<file path="src/rtl/rx_frame_ctrl.sv">
// UART receive framing controller: tracks start/data/parity/stop bits against the
// oversampling counter and publishes the received word when the frame is clean.
//
// state  | meaning
// IDLE   | line idle, waiting for RX_IN low
// START  | checking the start bit; a high sample at bit end is a glitch
// DATA   | shifting DATA_WIDTH data bits, LSB first
// PARITY | comparing the parity bit against the captured parity mode
// STOP   | checking the stop bit; a clean frame publishes P_DATA
module rx_frame_ctrl #(
  parameter int DATA_WIDTH = 8
) (
  input  logic                  clk,
  input  logic                  reset,
  input  logic                  RX_IN,
  input  logic [5:0]            Prescale,
  input  logic                  PAR_EN,
  input  logic                  PAR_TYP,
  input  logic                  sampled_bit,
  output logic                  data_samp_en,
  output logic [5:0]            edge_cnt,
  output logic [DATA_WIDTH-1:0] P_DATA,
  output logic                  data_valid,
  output logic                  par_err,
  output logic                  stp_err
);

  typedef enum logic [2:0] {IDLE, START, DATA, PARITY, STOP} state_t;

  localparam logic [3:0] LAST_BIT = 4'(DATA_WIDTH - 1);

  state_t                state;
  logic [3:0]            bit_cnt;
  logic [DATA_WIDTH-1:0] shift_reg;
  logic                  par_en_q;
  logic                  par_typ_q;
  logic                  bit_end;
  logic                  par_exp;

  assign bit_end = (state != IDLE) && (edge_cnt == (Prescale - 6'd1));
  // Odd parity expects the inverse of the data XOR.
  assign par_exp = (^shift_reg) ^ par_typ_q;

  always_ff @(posedge clk or negedge reset) begin
    if (!reset) begin
      state        <= IDLE;
      edge_cnt     <= '0;
      bit_cnt      <= '0;
      shift_reg    <= '0;
      P_DATA       <= '0;
      data_valid   <= 1'b0;
      par_err      <= 1'b0;
      stp_err      <= 1'b0;
      data_samp_en <= 1'b0;
      par_en_q     <= 1'b0;
      par_typ_q    <= 1'b0;
    end else begin
      data_valid <= 1'b0;
      if (state != IDLE)
        edge_cnt <= bit_end ? '0 : edge_cnt + 6'd1;

      case (state)
        IDLE: begin
          if (!RX_IN) begin
            state        <= START;
            edge_cnt     <= '0;
            bit_cnt      <= '0;
            data_samp_en <= 1'b1;
            par_err      <= 1'b0;
            stp_err      <= 1'b0;
            par_en_q     <= PAR_EN;
            par_typ_q    <= PAR_TYP;
          end
        end
        START: begin
          if (bit_end) begin
            if (sampled_bit) begin
              state        <= IDLE;
              data_samp_en <= 1'b0;
            end else begin
              state <= DATA;
            end
          end
        end
        DATA: begin
          if (bit_end) begin
            shift_reg <= {sampled_bit, shift_reg[DATA_WIDTH-1:1]};
            if (bit_cnt == LAST_BIT) begin
              bit_cnt <= '0;
              state   <= par_en_q ? PARITY : STOP;
            end else begin
              bit_cnt <= bit_cnt + 4'd1;
            end
          end
        end
        PARITY: begin
          if (bit_end) begin
            par_err <= (sampled_bit != par_exp);
            state   <= STOP;
          end
        end
        STOP: begin
          if (bit_end) begin
            stp_err      <= ~sampled_bit;
            state        <= IDLE;
            data_samp_en <= 1'b0;
            if (sampled_bit && !par_err) begin
              data_valid <= 1'b1;
              P_DATA     <= shift_reg;
            end
          end
        end
        default: begin
          state        <= IDLE;
          data_samp_en <= 1'b0;
        end
      endcase
    end
  end

endmodule
</file>
<file path="config.mk">
export PLATFORM = sky130hd
export DESIGN_NAME = rx_frame_ctrl
export DESIGN_NICKNAME = d
export VERILOG_FILES = /design/src/rtl/rx_frame_ctrl.sv
export SDC_FILE = /design/constraint.sdc
export NUM_CORES = 1
export LEC_CHECK = 0
export CAP_MARGIN = 10
export CELL_PAD_IN_SITES_DETAIL_PLACEMENT = 1
export CELL_PAD_IN_SITES_GLOBAL_PLACEMENT = 1
export CORE_MARGIN = 2
export CORE_UTILIZATION = 44
export DETAILED_ROUTE_END_ITERATION = 10
export GPL_TIMING_DRIVEN = 0
export PLACE_DENSITY = 0.91
export SETUP_SLACK_MARGIN = 0.1
export SKIP_CTS_REPAIR_TIMING = 1
export SLEW_MARGIN = 15
export SYNTH_ARGS = -nofsm -noshare
export SYNTH_HDL_FRONTEND = slang
export SYNTH_SLANG_ARGS = --single-unit
</file>
<file path="constraint.sdc">
create_clock -name clk -period 4.1 [get_ports clk]
set_clock_uncertainty 0.2 [all_clocks]
set_input_delay 0.615 -clock clk [delete_from_list [all_inputs] [get_ports clk]]
set_output_delay 0.615 -clock clk [all_outputs]
set_load 0.05 [all_outputs]
</file>
==> implementation parameters <==
Parameter                              Value

Timing
  RSZ-0062 raised after global routing ... false
  Highest Clock Rate ... 292.1 MHz
  Final cycle utilization of the critical path ... 83.50%
  Number of hold-slack violations in the final timing report ... 0
  Post-route minimum period ... 3.424 ns
  Max-slew violation total from the final report ... 0
  Least-Margin Pin Slew ... 0.7634 ns
  Remaining max-slew budget at the tightest pin ... 48.72%
  Total Negative Setup Slacks ... 0 ns
  Final-report setup violation count ... 0

Clock tree
  Buffer type at the clock tree root ... sky130_fd_sc_hd__clkbuf_8
  Clock latency on the worst-skew pair ... 0.30 ns
  Clk sink count ... 35
  Clock buffers created by TritonCTS ... 5
  Maximum clock insertion buffer count ... 2
  Number of H-tree levels ... 2
  Clock tree from TritonCTS ... yes
  Reg clk slew, reported paths ... 0.07 ns

Global route
  Vias in the first global route ... 1540
  Most crowded layer after global routing ... met2
  Global routing met2 resource utilization ... 38.46%
  Total overflow reported by the global router ... 0
  GR Layer Usage met3 ... 5.844%
  Met1 usage in global routing ... 26.60%
  Global-route wire length before repair ... 7445 um
  Initial antenna violation count ... 0
  Overall fraction of global-route tracks in use ... 22.13%
  Maximum number of pins on one net before global-route repair ... 22

Die
  Die area ... 4731 um^2
  Standard-cell row count ... 23
  Width of the die ... 68.79 um
  Die boundary height ... 68.79 um
  Initial standard-cell utilization of the core ... 45.84%
  Total I/O pin count ... 30
  Area of the placeable core ... 4029 um^2

Detailed routing
  Drt total wl ... 4470 um
  Initial DRC count ... 39
  Via total after detailed routing ... 1458
  Post-detailed-route wirelength per cell ... 17.00 um
  DRC viols ... 0
  Number of nets with antenna violations after detailed routing ... 0
  Routed via count divided by cell count ... 5.544
  Router iterations before antenna repair ... 4

Pwr
  Int Pwr ... 0.0007174 W
  Clock share of power ... 21.0%
  Max rail drop VDD ... 281.4 uV
  Switching fraction of total power ... 39.85%
  Share of power burned in combinational logic ... 38.7%
  Sequential share of power ... 40.3%
  Leak Pwr ... 1.052 nW
  Total power density per cell area ... 516.9 nW/um^2
  NetSw ... 0.0004753 W

Setup path
  First element of the critical path ... Prescale[0]
  R2R Setup Slk ... 1.41 ns
  Critical path cell sequence ... clkdlybuf4s50_1 > inv_1 > ha_1 > nor2b_1 > or3_1 > a31oi_1 > nand4_1 > clkbuf_1 > nor2b_1 > buf_2 > mux2_1
  Critical Path Sink ... shift_reg[4]$_DFFE_PN0P_
  CP Depth ... 11
  Worst flop-to-flop path endpoint ... bit_cnt[3]$_DFFE_PN0P_
  Data required time at the worst endpoint ... 4.08 ns
  Worst Path Buf+Inv ... 4
  Depth of the most critical reg-to-reg path ... 5
  Critical-path maximum fanout ... 10
  Critical setup path kind ... in2reg
  Reg-to-reg critical path startpoint ... state[0]$_DFFE_PN0P_
  Kind of cell adding the most delay to the critical path ... buffers and inverters
  Critical path data arrival time ... 3.40 ns
  Critical-path cell with the highest stage delay ... sky130_fd_sc_hd__clkdlybuf4s50_1
  Worst Setup End Kind ... flip-flop
  Setup crit start kind ... input pin
  CP dominant cell by count ... sky130_fd_sc_hd__nor2b_1
  Crit-path max cell delay ... 0.56 ns

Worst hold path
  Type of the tightest min-delay check ... in2async

Finish
  Filler Cell Count ... 455
  Fraction of layout instances using a drive strength above 1 ... 10.33%
  Area growth from synthesis to layout ... 24.93%
  Fin nets ... 227
  Number of diodes ... 0
  Share of the core filled with cells ... 57.27%

Synth
  Top cells by area in the synthesized netlist ... sky130_fd_sc_hd__dfrtp_1, sky130_fd_sc_hd__xnor2_1, sky130_fd_sc_hd__mux2_4, sky130_fd_sc_hd__mux2_1, sky130_fd_sc_hd__nand2_1
  Count of warnings emitted by yosys ... 0
  Post-synth net total ... 190
  Portion of synthesized cell area occupied by the leading cell type ... 47.43%
  Cell type with the highest aggregate area in the netlist ... sky130_fd_sc_hd__dfrtp_1
  Portion of the post-synthesis area used by sequential elements ... 47.43%
  Count of distinct cell types in the synthesized netlist ... 40
  Netlist area before placement ... 1847 um^2
  Number of register bits inferred by synthesis ... 35
  Synthesized instance count ... 175
  Post-Synthesis Mean Instance Area ... 10.55 um^2

Placement
  Last weighted congestion value of the routability-driven placer ... 0.8118
  Input/output buffers ... 29
  Final HPWL DP ... 3240 um

Flow run
  MaxCap Viol Count ... 0

Outcome
  Outcome ... completed
[worst reg2reg max path: cells and delay by family (launching register included)]
family	cells	cell delay, ns
AO/OA/AOI/OAI	1	0.45
AND/OR/NAND/NOR	3	1.36
flip-flops	1	0.40
buffers and inverters	1	0.22
[worst min path at each step]
stage / start / to / slack [ns] / cells after the start
final: reset / bit_cnt[2]$_DFFE_PN0P_ / 0.03 / 1
after global routing: reset / stp_err$_DFFE_PN0P_ / 0.05 / 1
after CTS: reset / P_DATA[4]$_DFFE_PN0P_ / 0.04 / 1
after detailed placement: P_DATA[6]$_DFFE_PN0P_ / P_DATA[6]$_DFFE_PN0P_ / 0.30 / 1
after global placement: par_typ_q$_DFFE_PN0P_ / par_typ_q$_DFFE_PN0P_ / 0.29 / 2
after floorplan: reset / P_DATA[0]$_DFFE_PN0P_ / 0.12 / 0
[metrics by stage]
| step | total power [W] | hold WS [ns] | area [um^2] | cells | worst slack (ns) |
|---|---|---|---|---|---|
| 5_1_grt | 0.001269 | 0.04794 | 2307 | 263 | 0.5141 |
| 6_report | 0.001193 | 0.02846 | 2307 | 263 | 0.6765 |
| 2_1_floorplan | 0.0007950 | 0.1194 | 1847 | 175 | 1.254 |
| 4_1_cts | 0.001202 | 0.03603 | 2307 | 263 | 0.6881 |
| 3_5_place_dp | 0.0009479 | 0.2971 | 2222 | 255 | 0.4495 |
| 3_3_place_gp | 0.0009167 | 0.2862 | 2200 | 254 | 0.4971 |
[area by class of cell]
cell class / count / area [um^2] / area share [%]
repair buffers: 30 / 312.8 / 13.56
clock buffers: 6 / 72.57 / 3.145
inverters: 6 / 22.52 / 0.9761
multi-input cells: 126 / 908.4 / 39.37
flip-flops and latches: 35 / 875.8 / 37.96
plain buffers: 8 / 40.04 / 1.735
well taps: 50 / 62.56 / 2.712
clock inverters: 2 / 12.51 / 0.5423
[per-layer routing]
| layer | part of all wire, % | wire, um |
|---|---|---|
| met4 | 1.4 | 63 |
| met3 | 4.0 | 177 |
| met1 | 42 | 1873 |
| met2 | 53 | 2355 |
| met5 | 0 | 0 |
[cells by family (layout without fill, tap and decap cells)]
family / after synthesis / in the layout / share of synthesized area [%]
xor gates and xnor gates: 19 / 19 / 9.011
adders and majority gates: 3 / 3 / 2.033
buffers and inverters: 14 / 52 / 3.388
and+or+nand+nor: 63 / 63 / 17.34
AOI/OAI and AO/OA: 22 / 22 / 7.724
DFF: 35 / 35 / 47.43
muxes: 19 / 19 / 13.08
[synthesized netlist by cell type]
cell,number
sky130_fd_sc_hd__a211o_1,1
sky130_fd_sc_hd__a211oi_1,1
sky130_fd_sc_hd__a21bo_1,1
sky130_fd_sc_hd__a21o_1,1
sky130_fd_sc_hd__a21oi_1,4
sky130_fd_sc_hd__a22o_1,1
sky130_fd_sc_hd__a31oi_1,2
sky130_fd_sc_hd__a32o_1,1
sky130_fd_sc_hd__and2_1,1
sky130_fd_sc_hd__and3_1,1
sky130_fd_sc_hd__and3b_1,1
sky130_fd_sc_hd__buf_2,2
sky130_fd_sc_hd__buf_6,1
sky130_fd_sc_hd__clkbuf_1,5
sky130_fd_sc_hd__dfrtp_1,35
sky130_fd_sc_hd__ha_1,3
sky130_fd_sc_hd__inv_1,4
sky130_fd_sc_hd__inv_2,2
sky130_fd_sc_hd__mux2_1,9
sky130_fd_sc_hd__mux2_4,8
sky130_fd_sc_hd__mux2i_1,2
sky130_fd_sc_hd__nand2_1,20
sky130_fd_sc_hd__nand2b_1,2
sky130_fd_sc_hd__nand3_1,8
sky130_fd_sc_hd__nand3b_1,1
sky130_fd_sc_hd__nand4_1,4
sky130_fd_sc_hd__nand4b_1,1
sky130_fd_sc_hd__nor2_1,8
sky130_fd_sc_hd__nor2b_1,3
sky130_fd_sc_hd__nor3_1,7
sky130_fd_sc_hd__nor3b_1,1
sky130_fd_sc_hd__nor4b_1,1
sky130_fd_sc_hd__o211ai_1,3
sky130_fd_sc_hd__o21ai_0,4
sky130_fd_sc_hd__o21ai_1,3
sky130_fd_sc_hd__or3_1,2
sky130_fd_sc_hd__or4_1,1
sky130_fd_sc_hd__or4b_1,1
sky130_fd_sc_hd__xnor2_1,16
sky130_fd_sc_hd__xor2_1,3
[power by group through the flow]
stage          Sequential, W  Clock, W  Combinational (W)
2_1_floorplan       0.000573         0           0.000222
3_3_place_gp        0.000480         0           0.000437
3_5_place_dp        0.000486         0           0.000462
4_1_cts             0.000479  0.000257           0.000466
5_1_grt             0.000491  0.000270           0.000508
6_report            0.000481  0.000250           0.000462
[cells in the final DEF, fill, tap and decap left out, drive strengths merged, types with 2 or more instances in the layout]
cell	instances
nand2	20
o211ai	3
buf	5
ha	3
or3	2
mux2	17
o21ai	7
nand3	8
dfrtp	35
nor3	7
clkbuf	11
a31oi	2
nand2b	2
nand4	4
mux2i	2
xnor2	16
nor2b	3
inv	6
nor2	8
xor2	3
a21oi	4
clkdlybuf4s50	28
Power figures use the tool's default switching activity.
